$ cat src/rtl/bp_be_stride_detector_pkg.sv
// Shared types and constants for the striding-load detector.
// The entry struct is declared through a macro so each module can size it
// from its own address, stride and loop-counter width parameters.

`define DECLARE_BP_BE_STRIDE_ENTRY_S(vaddr_width_mp, stride_width_mp, loop_width_mp) \
    typedef struct packed {                                                   \
        logic                        v;                                       \
        logic [vaddr_width_mp-1:0]   pc;                                      \
        logic [vaddr_width_mp-1:0]   last_addr;                               \
        logic [stride_width_mp-1:0]  stride;                                  \
        logic [1:0]                  conf;                                    \
        logic [loop_width_mp-1:0]    run;                                     \
        logic [loop_width_mp-1:0]    trip;                                    \
        logic                        issued;                                  \
    } bp_be_stride_entry_s

package bp_be_stride_detector_pkg;

    // Virtual address width of the default processor configuration.
    localparam int stride_vaddr_width_gp = 39;

    // Confidence counter saturates here.
    localparam logic [1:0] stride_conf_sat_lp = 2'b11;

endpackage

$ cat src/rtl/bp_be_stride_detector_if.sv
// Descriptor handshake between the stride detector (master) and the
// prefetch generator (slave).

interface bp_be_stride_detector_if #(
    parameter int vaddr_width_p  = 39,
    parameter int stride_width_p = 8,
    parameter int loop_range_p   = 8
) ();
    logic                      v;
    logic                      ready_and;
    logic [vaddr_width_p-1:0]  pc;
    logic [vaddr_width_p-1:0]  eff_addr;
    logic [stride_width_p-1:0] stride;
    logic [loop_range_p-1:0]   loop_counter;

    modport master (
        output v, pc, eff_addr, stride, loop_counter,
        input  ready_and
    );

    modport slave (
        input  v, pc, eff_addr, stride, loop_counter,
        output ready_and
    );
endinterface

$ cat src/rtl/bp_be_stride_entry.sv
// One stride-table entry: PC match, delta/stride compare, confidence, run
// and trip tracking, and the qualify signal for descriptor issue.

module bp_be_stride_entry
    import bp_be_stride_detector_pkg::*;
#(
    parameter int vaddr_width_p   = 39,
    parameter int stride_width_p  = 8,
    parameter int loop_range_p    = 8,
    parameter int conf_thresh_p   = 2,
    parameter int default_depth_p = 4
) (
    input  logic                      clk_i,
    input  logic                      reset_i,
    input  logic                      clear_i,
    input  logic                      commit_v_i,
    input  logic [vaddr_width_p-1:0]  commit_pc_i,
    input  logic [vaddr_width_p-1:0]  commit_eff_addr_i,
    input  logic                      alloc_i,
    input  logic                      buf_free_i,
    output logic                      valid_o,
    output logic                      hit_o,
    output logic                      qualify_o,
    output logic [stride_width_p-1:0] stride_o,
    output logic [loop_range_p-1:0]   loop_counter_o
);

    `DECLARE_BP_BE_STRIDE_ENTRY_S(vaddr_width_p, stride_width_p, loop_range_p);

    bp_be_stride_entry_s entry_q, entry_d;

    logic [vaddr_width_p-1:0] delta;
    logic                     fits;
    logic                     stride_match;

    // Next-state update of the entry plus issue qualification on the updated values.
    always_comb begin
        delta        = commit_eff_addr_i - entry_q.last_addr;
        fits         = (delta == {{(vaddr_width_p-stride_width_p){delta[stride_width_p-1]}},
                                  delta[stride_width_p-1:0]}) && (|delta);
        stride_match = fits && (delta[stride_width_p-1:0] == entry_q.stride);
        hit_o        = entry_q.v && commit_v_i && !clear_i && (commit_pc_i == entry_q.pc);
        entry_d      = entry_q;
        qualify_o    = 1'b0;

        if (clear_i) begin
            entry_d.v = 1'b0;
        end else if (alloc_i) begin
            entry_d.v         = 1'b1;
            entry_d.pc        = commit_pc_i;
            entry_d.last_addr = commit_eff_addr_i;
            entry_d.stride    = '0;
            entry_d.conf      = '0;
            entry_d.run       = '0;
            entry_d.trip      = '0;
            entry_d.issued    = 1'b0;
        end else if (hit_o) begin
            entry_d.last_addr = commit_eff_addr_i;
            if (stride_match) begin
                if (entry_q.conf != stride_conf_sat_lp)
                    entry_d.conf = entry_q.conf + 2'd1;
                if (entry_q.run != '1)
                    entry_d.run = entry_q.run + 1'b1;
            end else begin
                if (entry_q.run != '0)
                    entry_d.trip = entry_q.run;
                entry_d.stride = fits ? delta[stride_width_p-1:0] : '0;
                entry_d.conf   = '0;
                entry_d.run    = '0;
                entry_d.issued = 1'b0;
            end
            qualify_o = (entry_d.conf >= 2'(conf_thresh_p)) && (entry_d.stride != '0)
                        && !entry_d.issued;
            // Only mark issued when the descriptor actually lands in the buffer,
            // so a blocked entry retries on its next matching commit.
            if (qualify_o && buf_free_i)
                entry_d.issued = 1'b1;
        end
    end

    // Predicted remaining iterations: trip history minus progress, else default depth.
    always_comb begin
        if (entry_q.trip > entry_d.run)
            loop_counter_o = entry_q.trip - entry_d.run;
        else
            loop_counter_o = loop_range_p'(default_depth_p);
    end

    assign valid_o  = entry_q.v;
    assign stride_o = entry_d.stride;

    // Entry register.
    always_ff @(posedge clk_i or posedge reset_i) begin
        if (reset_i)
            entry_q <= '0;
        else
            entry_q <= entry_d;
    end

endmodule

$ cat src/rtl/bp_be_stride_detector.sv
// Striding-load detector: watches committed loads, tracks per-PC strides in a
// small fully associative table and emits one descriptor per stable stride.
// Optional feature: define BP_BE_STRIDE_DETECTOR_PERF_EN to add saturating
// issue_count_o / drop_count_o performance counters.

module bp_be_stride_detector
    import bp_be_stride_detector_pkg::*;
#(
    parameter int vaddr_width_p   = stride_vaddr_width_gp,
    parameter int entries_p       = 4,
    parameter int loop_range_p    = 8,
    parameter int stride_width_p  = 8,
    parameter int conf_thresh_p   = 2,
    parameter int default_depth_p = 4
) (
    input  logic                     clk_i,
    input  logic                     reset_i,
    input  logic                     clear_i,
    input  logic                     commit_v_i,
    input  logic [vaddr_width_p-1:0] commit_pc_i,
    input  logic [vaddr_width_p-1:0] commit_eff_addr_i,
    bp_be_stride_detector_if.master  desc_if
`ifdef BP_BE_STRIDE_DETECTOR_PERF_EN
    ,
    output logic [31:0]              issue_count_o,
    output logic [31:0]              drop_count_o
`endif
);

    localparam int idx_w_lp = $clog2(entries_p);

    logic [entries_p-1:0]      valid, hit, qualify, alloc;
    logic [stride_width_p-1:0] ent_stride [entries_p];
    logic [loop_range_p-1:0]   ent_loop   [entries_p];

    logic [idx_w_lp-1:0]       victim_q, victim_d, alloc_idx;
    logic                      found_free, miss;
    logic                      buf_free, issue, any_qualify;
    logic [stride_width_p-1:0] sel_stride;
    logic [loop_range_p-1:0]   sel_loop;

    logic                      v_q, v_d;
    logic [vaddr_width_p-1:0]  pc_q, addr_q;
    logic [stride_width_p-1:0] stride_q;
    logic [loop_range_p-1:0]   loop_q;

    for (genvar i = 0; i < entries_p; i++) begin : g_entry
        bp_be_stride_entry #(
            .vaddr_width_p   (vaddr_width_p),
            .stride_width_p  (stride_width_p),
            .loop_range_p    (loop_range_p),
            .conf_thresh_p   (conf_thresh_p),
            .default_depth_p (default_depth_p)
        ) u_entry (
            .clk_i             (clk_i),
            .reset_i           (reset_i),
            .clear_i           (clear_i),
            .commit_v_i        (commit_v_i),
            .commit_pc_i       (commit_pc_i),
            .commit_eff_addr_i (commit_eff_addr_i),
            .alloc_i           (alloc[i]),
            .buf_free_i        (buf_free),
            .valid_o           (valid[i]),
            .hit_o             (hit[i]),
            .qualify_o         (qualify[i]),
            .stride_o          (ent_stride[i]),
            .loop_counter_o    (ent_loop[i])
        );
    end

    // Miss allocation: lowest free entry first, otherwise round-robin victim.
    always_comb begin
        alloc      = '0;
        found_free = 1'b0;
        alloc_idx  = victim_q;
        victim_d   = victim_q;
        miss       = commit_v_i && !clear_i && !(|hit);
        for (int i = 0; i < entries_p; i++) begin
            if (!found_free && !valid[i]) begin
                found_free = 1'b1;
                alloc_idx  = idx_w_lp'(i);
            end
        end
        if (miss) begin
            alloc[alloc_idx] = 1'b1;
            if (!found_free)
                victim_d = victim_q + 1'b1;
        end
        if (clear_i)
            victim_d = '0;
    end

    // Select the (at most one) qualifying entry and decide whether it can issue.
    always_comb begin
        sel_stride = '0;
        sel_loop   = '0;
        for (int i = 0; i < entries_p; i++) begin
            if (qualify[i]) begin
                sel_stride = ent_stride[i];
                sel_loop   = ent_loop[i];
            end
        end
        any_qualify = |qualify;
        buf_free    = !v_q || desc_if.ready_and;
        issue       = any_qualify && buf_free;
    end

    // Output buffer valid: clear wins, reload beats drain.
    always_comb begin
        v_d = v_q;
        if (clear_i)
            v_d = 1'b0;
        else if (issue)
            v_d = 1'b1;
        else if (desc_if.ready_and)
            v_d = 1'b0;
    end

    // Output buffer and victim pointer registers.
    always_ff @(posedge clk_i or posedge reset_i) begin
        if (reset_i) begin
            v_q      <= 1'b0;
            pc_q     <= '0;
            addr_q   <= '0;
            stride_q <= '0;
            loop_q   <= '0;
            victim_q <= '0;
        end else begin
            v_q      <= v_d;
            victim_q <= victim_d;
            if (issue && !clear_i) begin
                pc_q     <= commit_pc_i;
                addr_q   <= commit_eff_addr_i;
                stride_q <= sel_stride;
                loop_q   <= sel_loop;
            end
        end
    end

    assign desc_if.v            = v_q;
    assign desc_if.pc           = pc_q;
    assign desc_if.eff_addr     = addr_q;
    assign desc_if.stride       = stride_q;
    assign desc_if.loop_counter = loop_q;

`ifdef BP_BE_STRIDE_DETECTOR_PERF_EN
    logic [31:0] issue_cnt_q, drop_cnt_q;

    // Saturating accepted-descriptor and blocked-issue counters.
    always_ff @(posedge clk_i or posedge reset_i) begin
        if (reset_i) begin
            issue_cnt_q <= '0;
            drop_cnt_q  <= '0;
        end else if (clear_i) begin
            issue_cnt_q <= '0;
            drop_cnt_q  <= '0;
        end else begin
            if (v_q && desc_if.ready_and && (issue_cnt_q != '1))
                issue_cnt_q <= issue_cnt_q + 32'd1;
            if (any_qualify && !buf_free && (drop_cnt_q != '1))
                drop_cnt_q <= drop_cnt_q + 32'd1;
        end
    end

    assign issue_count_o = issue_cnt_q;
    assign drop_count_o  = drop_cnt_q;
`endif

endmodule

$ cat src/flat_wrapper.sv
// flat-port wrapper written by rule: the top's interface ports become plain ports
module bp_be_stride_detector_flat import bp_be_stride_detector_pkg::*;
#(
    parameter int vaddr_width_p   = stride_vaddr_width_gp,
    parameter int entries_p       = 4,
    parameter int loop_range_p    = 8,
    parameter int stride_width_p  = 8,
    parameter int conf_thresh_p   = 2,
    parameter int default_depth_p = 4
)
  (clk_i, reset_i, clear_i, commit_v_i, commit_pc_i, commit_eff_addr_i, desc_if_v, desc_if_pc, desc_if_eff_addr, desc_if_stride, desc_if_loop_counter, desc_if_ready_and);
  bp_be_stride_detector_if #(.vaddr_width_p(vaddr_width_p), .stride_width_p(stride_width_p), .loop_range_p(loop_range_p)) desc_if_i ();
  input  logic clk_i;
  input  logic reset_i;
  input  logic clear_i;
  input  logic commit_v_i;
  input  logic [vaddr_width_p-1:0] commit_pc_i;
  input  logic [vaddr_width_p-1:0] commit_eff_addr_i;
  output wire logic [$bits(desc_if_i.v)-1:0] desc_if_v;
  output wire logic [$bits(desc_if_i.pc)-1:0] desc_if_pc;
  output wire logic [$bits(desc_if_i.eff_addr)-1:0] desc_if_eff_addr;
  output wire logic [$bits(desc_if_i.stride)-1:0] desc_if_stride;
  output wire logic [$bits(desc_if_i.loop_counter)-1:0] desc_if_loop_counter;
  input wire logic [$bits(desc_if_i.ready_and)-1:0] desc_if_ready_and;
  assign desc_if_v = desc_if_i.v;
  assign desc_if_pc = desc_if_i.pc;
  assign desc_if_eff_addr = desc_if_i.eff_addr;
  assign desc_if_stride = desc_if_i.stride;
  assign desc_if_loop_counter = desc_if_i.loop_counter;
  assign desc_if_i.ready_and = desc_if_ready_and;
  bp_be_stride_detector #(.vaddr_width_p(vaddr_width_p), .entries_p(entries_p), .loop_range_p(loop_range_p), .stride_width_p(stride_width_p), .conf_thresh_p(conf_thresh_p), .default_depth_p(default_depth_p)) u_core (.clk_i(clk_i), .reset_i(reset_i), .clear_i(clear_i), .commit_v_i(commit_v_i), .commit_pc_i(commit_pc_i), .commit_eff_addr_i(commit_eff_addr_i), .desc_if(desc_if_i));
endmodule
$ cat config.mk
export PLATFORM = sky130hd
export DESIGN_NAME = bp_be_stride_detector_flat
export DESIGN_NICKNAME = d
export VERILOG_FILES = /design/src/rtl/bp_be_stride_detector_pkg.sv /design/src/rtl/bp_be_stride_detector_if.sv /design/src/rtl/bp_be_stride_entry.sv /design/src/rtl/bp_be_stride_detector.sv /design/src/flat_wrapper.sv
export SDC_FILE = /design/constraint.sdc
export NUM_CORES = 2
export LEC_CHECK = 0
export ABC_AREA = 1
export CORE_MARGIN = 3
export CORE_UTILIZATION = 30
export CTS_CLUSTER_SIZE = 28
export DETAILED_ROUTE_END_ITERATION = 8
export PLACE_DENSITY = 0.58
export SLEW_MARGIN = 15
export SYNTH_ARGS = -nofsm -noshare
export SYNTH_HDL_FRONTEND = slang
export SYNTH_SLANG_ARGS = --single-unit
$ cat constraint.sdc
create_clock -name clk_i -period 16.53 [get_ports clk_i]
set_input_delay 1.653 -clock clk_i [delete_from_list [all_inputs] [get_ports clk_i]]
set_output_delay 1.653 -clock clk_i [all_outputs]
set_load 0.005 [all_outputs]
Word-level counts from Yosys, hierarchy flattened
Cells that the tools add are included.
Widths: inputs -> output; s select.

cells by class
  $add $sub $neg = 17
  magnitude comparators = 10
  equal/unequal tests = 25
  multiplexer cells = 129
  bitwise operators = 1
  reductions and logical operators = 94

operator list
  kind                 count
  $mux 66              8
  $mux 8               40
  $mux 10              16
  $mux 40              4
  $eq 39x39->1         4
  $reduce_or 39->1     4
  $sub 39x39->39       4
  $mux 9               16
  $eq 31x31->1         4
  $mux 27              4
  $reduce_bool 8->1    8
  $logic_and 1x1->1    40
  $add 8x1->8 const B  4
  $eq 8x8->1           4
  $gt 8x8->1           4
  $ne 8x8->1 const B   4
  $sub 8x8->8          4
  $mux 1               28
  $mux 2               11
  $reduce_and 2->1     9
  $reduce_bool 2->1    9
  $reduce_and 4->1     4
  $reduce_bool 3->1    5
  $logic_not 1->1      12
  11 further kinds     26

storage, ports and cells
  register bits = 521
  output and inout bits = 95
  logic and storage cells = 314

Depth between registers and ports, before layout
  depth after elaboration = 30
  gate-level depth with buffers = 49
  mapped depth without buffers = 48

By module
From an unflattened synthesis, not the netlist that was laid out.

unflattened totals
  cells, all modules = 6,699
  area, all modules = 42,873.6 µm²

modules (own cells, without submodules)
  module                                               instances  cells an instance  area each (µm²)  seq. area each (µm²)
  bp_be_stride_entry at u_core.g_entry[1].u_entry ...  2          1,546              9,629.2          2,652.5
  bp_be_stride_entry at u_core.g_entry[3].u_entry      1          1,547              9,630.5          2,652.5
  bp_be_stride_entry at u_core.g_entry[0].u_entry      1          1,463              9,405.3          2,652.5
  bp_be_stride_detector                                1          597                4,579.4          2,427.3

Worst setup path after synthesis
Ideal clock, no wire load.

  path type = in2reg
  start = input port commit_eff_addr_i[0]
  end = register u_core.loop_q[4], in the netlist u_core.desc_if.loop_counter[4]
  library setup time = 0.113 ns
  arrival time = 6.702 ns
  required time = 16.417 ns
  setup slack = 9.716 ns
  cell stages on the path = 48
  path through = inv_1 -> ha_1 -> inv_1 -> fa_1 -> nand2_1 -> clkinv_1 -> nand2_1 -> nand2_2 -> nand2_1 -> nand2_1 -> nand2_1 -> nand2_2 -> nand2_1 -> nand2_2 -> nand2_1 -> nand2_1 -> xor2_2 -> nand2_1 -> [12 not listed] -> ha_1 -> inv_1 -> fa_1 -> nand3_1 -> nand2_1 -> nand2_1 -> nand2_1 -> a21oi_1 -> o21ai_0 -> a21o_1 -> nand2_1 -> nor3b_1 -> o21ai_0 -> inv_1 -> nand2_1 -> nand3_1 -> nand2_1 -> inv_1

RTL lines
  element                 line                          source
  start: declaration      flat_wrapper.sv:18            input logic [vaddr_width_p-1:0] commit_eff_addr_i;
  end signal: assignment  bp_be_stride_detector.sv:135  loop_q <= sel_loop;
  end: declaration        bp_be_stride_detector.sv:45   logic [loop_range_p-1:0] loop_q;

==> results summary <==
Clock-pin slew was measured on the worst setup and hold paths at 60 ps. The detailed router's first-iteration violation count is 3328. Summing every instance area after synthesis gives 39300 µm². In the detailed route, the total length drawn on met2 is between 60 and 70 mm.

The arrival time of the worst setup path is 8770 ps. Summed over all nets, wire length on met3 after detailed routing comes to 6.94 mm. The dominant cell type by count on the critical path is sky130_fd_sc_hd__nand2_1.

In this run, post-CTS hold repair placed 0 buffers. The fraction of registers with async set or reset after synthesis came out at 100%. The total of buffers placed on input and output ports came out at between 150 and 200. The final setup slack of the worst path came out at around 8400 ps. The boundary pin count is 178.

TritonCTS built the clock tree. The post-cts repair resize count is 0. The number of max-slew violations in the final report is 0. The number of post-CTS setup repair buffers is 0. In the layout the commonest cells are sky130_fd_sc_hd__nand2_1, sky130_fd_sc_hd__inv_1, sky130_fd_sc_hd__dfrtp_1.

The power density relative to cell area is 144 nW/µm². The H-tree depth is 3. The initial antenna violation count was 6. In this run the remaining antenna-violating nets after routing total 0. The run finished with clean final reports. The most common library cell in the layout ignoring fill and taps is sky130_fd_sc_hd__nand2_1. The largest net degree at the start of global routing is about 170. The total inserted antenna cells is 0. The total number of placement rows came out at 132. The standard cell core area came out at 130000 µm². The detailed-placement wirelength estimate is between 100 and 150 mm.

The post-layout minimum cycle time is ~8200 ps. CTS placed an instance of sky130_fd_sc_hd__clkbuf_16 at the clock tree root. Before CTS, the worst setup slack after placement is 7700 ps. The type of element capturing the critical path is a register. The highest achievable clock rate came out at 123 MHz. The required time at the endpoint of the critical path came out at 17140 ps. The cell count after synthesis came out at 5677. The share of the cycle needed by the critical path after routing came out at 49.4%. The post-route netlist has just over 5% of its cells at a drive strength greater than 1. The smallest hold slack came out at 465 ps. The measured slew at the worst slew-check pin came out at 1090 ps.

The fraction of the core area covered by cells at the end of the flow is 35.0%. The most used flip-flop cell after synthesis is sky130_fd_sc_hd__dfrtp_1. The clock tree skew after final layout came out at ~38 ps. The startpoint kind of the worst setup timing path is an input pin. The sum of negative setup slack came out at 0 ps. The net count after synthesis is between 5000 and 6000. The final-report hold violation count is 0. In this run the static leakage power is 0.0220 µW. The critical path is of the in -> reg type.

The share of the yosys chip area belonging to registers came out at 33.2%. The worst slew margin relative to its limit is 27.3%. The overall die area is 135000 µm². The number of storage elements in the synthesis netlist is roughly 520. The pre-antenna-repair detailed-routing pass consisted of 6 iterations. The post-detailed-route DRC marker count is 0.

The area growth from synthesis to final layout came out at 15.6%. The uppermost layer routed is met4. The met1 routed wirelength after detailed routing is 62.9 mm. The number of global-route vias before repair is 36400. The slowest stage of the critical path is the sky130_fd_sc_hd__clkdlybuf4s50_1 cell. The reported max-cap violation count came out at 0. Setup violations remaining at the end of the flow were counted as 0. The CTS buffer count came out at 66.

Yosys mapped a number of flops with a built-in enable equal to 0. The vertical extent of the die is 368 µm. The largest incremental delay on the critical path came out at 790 ps. The count of cell types in the netlist is 74.

The global placer's final weighted congestion came out at 0.972. Global routing used 20.5% of the available tracks. The clock drives 521 sinks.

The post-detailed-route via-to-cell ratio came out at 4.94. The via count of the routed design came out at 37600. Along the worst path, the maximum fanout reaches 34. The count of warnings emitted by yosys came out at 0. The overall die width came out at about 370 µm. The worst IR drop on VDD came out at around 0.000084 V.

In this run the worst hold path is classified as reg -> reg. The maximum count of clock buffers along a single path came out at 3. The clock insertion delay at the later pin of the skew report is 670 ps. The wire length after detailed routing is ~140 mm. The initial standard-cell utilization of the core is 30.3%. Dividing the detail-routed wire length by the instance count gives 18.5 µm. The mean cell area of the mapped netlist came out at ~6.9 µm². The final global-route overflow total is 0.

The number of nets in the finished design is 6113. The global-route wire length before repair is 217 mm. Setup repair after global routing left no endpoint under its margin.
through the flow:
| stage | cell area [µm²] | total power, µW | instances |
|---|---|---|---|
| 6_report | 45400 | 6530 | 7625 |
| 5_1_grt | 45400 | 7040 | 7625 |
| 4_1_cts | 45400 | 6540 | 7624 |
| 3_5_place_dp | 43000 | 4920 | 7504 |
| 3_3_place_gp | 43000 | 4900 | 7504 |
| 2_1_floorplan | 39300 | 4070 | 5677 |
final cells by class:
class	count	area, µm²
fill	13900	84300
clock inverter	30	394
sequential	521	13000
inverter	822	3100
multi-input combinational	4193	22500
timing repair buffer	227	2180
tap	1742	2180
clock buffer	90	1950
critical path, delay by kind of cell:
kind | cells | cell delay [ps]
adder cells (fa/ha/maj) | 2 | 970
AO/OA/AOI/OAI | 1 | 200
buffers and inverters | 7 | 1860
AND/OR/NAND/NOR | 23 | 3870
XOR/XNOR | 1 | 150
Yosys cell counts (all sizes together) (24+ instances only):
| cell | n | area, µm² |
|---|---|---|
| a31oi | 24 | 150 |
| clkbuf | 94 | 353 |
| nand3 | 291 | 1480 |
| nand4 | 130 | 832 |
| a21oi | 225 | 1170 |
| nor2 | 468 | 1780 |
| nor3 | 88 | 460 |
| inv | 816 | 3070 |
| o21ai | 520 | 2620 |
| nor4 | 77 | 494 |
| xor2 | 230 | 2110 |
| xnor2 | 133 | 1190 |
| or2 | 44 | 275 |
| dfrtp | 521 | 13000 |
| ha | 192 | 2400 |
| buf | 47 | 293 |
| nand2 | 1582 | 6000 |
kinds of logic after synthesis:
group / share of synthesized area (%)
and+or+nand+nor: 30.0
buffers and inverters: 9.52
AOI/OAI and AO/OA: 12.4
DFF: 33.2
xor gates and xnor gates: 8.40
adders and majority gates: 6.48
muxes: 0.0287
flip-flops by register name, summed over array words and instances (netlist names), named ones only:
name / count
u_core.desc_if.eff_addr: 39
u_core.g_entry.u_entry.valid_o: 4
u_core.g_entry.u_entry.entry_q: 419
u_core.desc_if.v: 1
u_core.victim_q: 2
u_core.desc_if.stride: 8
u_core.desc_if.loop_counter: 8
u_core.desc_if.pc: 39
per-layer routing:
| layer | GRT usage, % | vias to the layer above |
|---|---|---|
| met5 | 0 | - |
| met1 | 26.9 | 17700 |
| met2 | 34.6 | 1053 |
| met4 | 6.73 | 0 |
| met3 | 2.81 | 223 |
| li1 | - | 18600 |
path summary, 6_finish.rpt:
path                                                  startpoint                                    end  slack, ps  cells past startpoint
setup / recovery                            commit_eff_addr_i[4]         u_core.desc_if.loop_counter[5]       8370                     34
hold / removal                                u_core.victim_q[1]                     u_core.victim_q[1]        470                      1
setup reg to reg           u_core.g_entry[2].u_entry.entry_q[54]         u_core.desc_if.loop_counter[5]       9890                     39
hold reg to reg                               u_core.victim_q[1]                     u_core.victim_q[1]        470                      1
max in group asynchronous                                reset_i  u_core.g_entry[0].u_entry.entry_q[58]      12910                      4
min in group asynchronous                                reset_i                  u_core.desc_if.pc[28]       1440                      2
report_power, final:
group          internal [µW]  switching [µW]
clock                    940             628
combinational           1090            2240
sequential              1510             115
total                   3540            2990
Power figures use the tool's default switching activity.
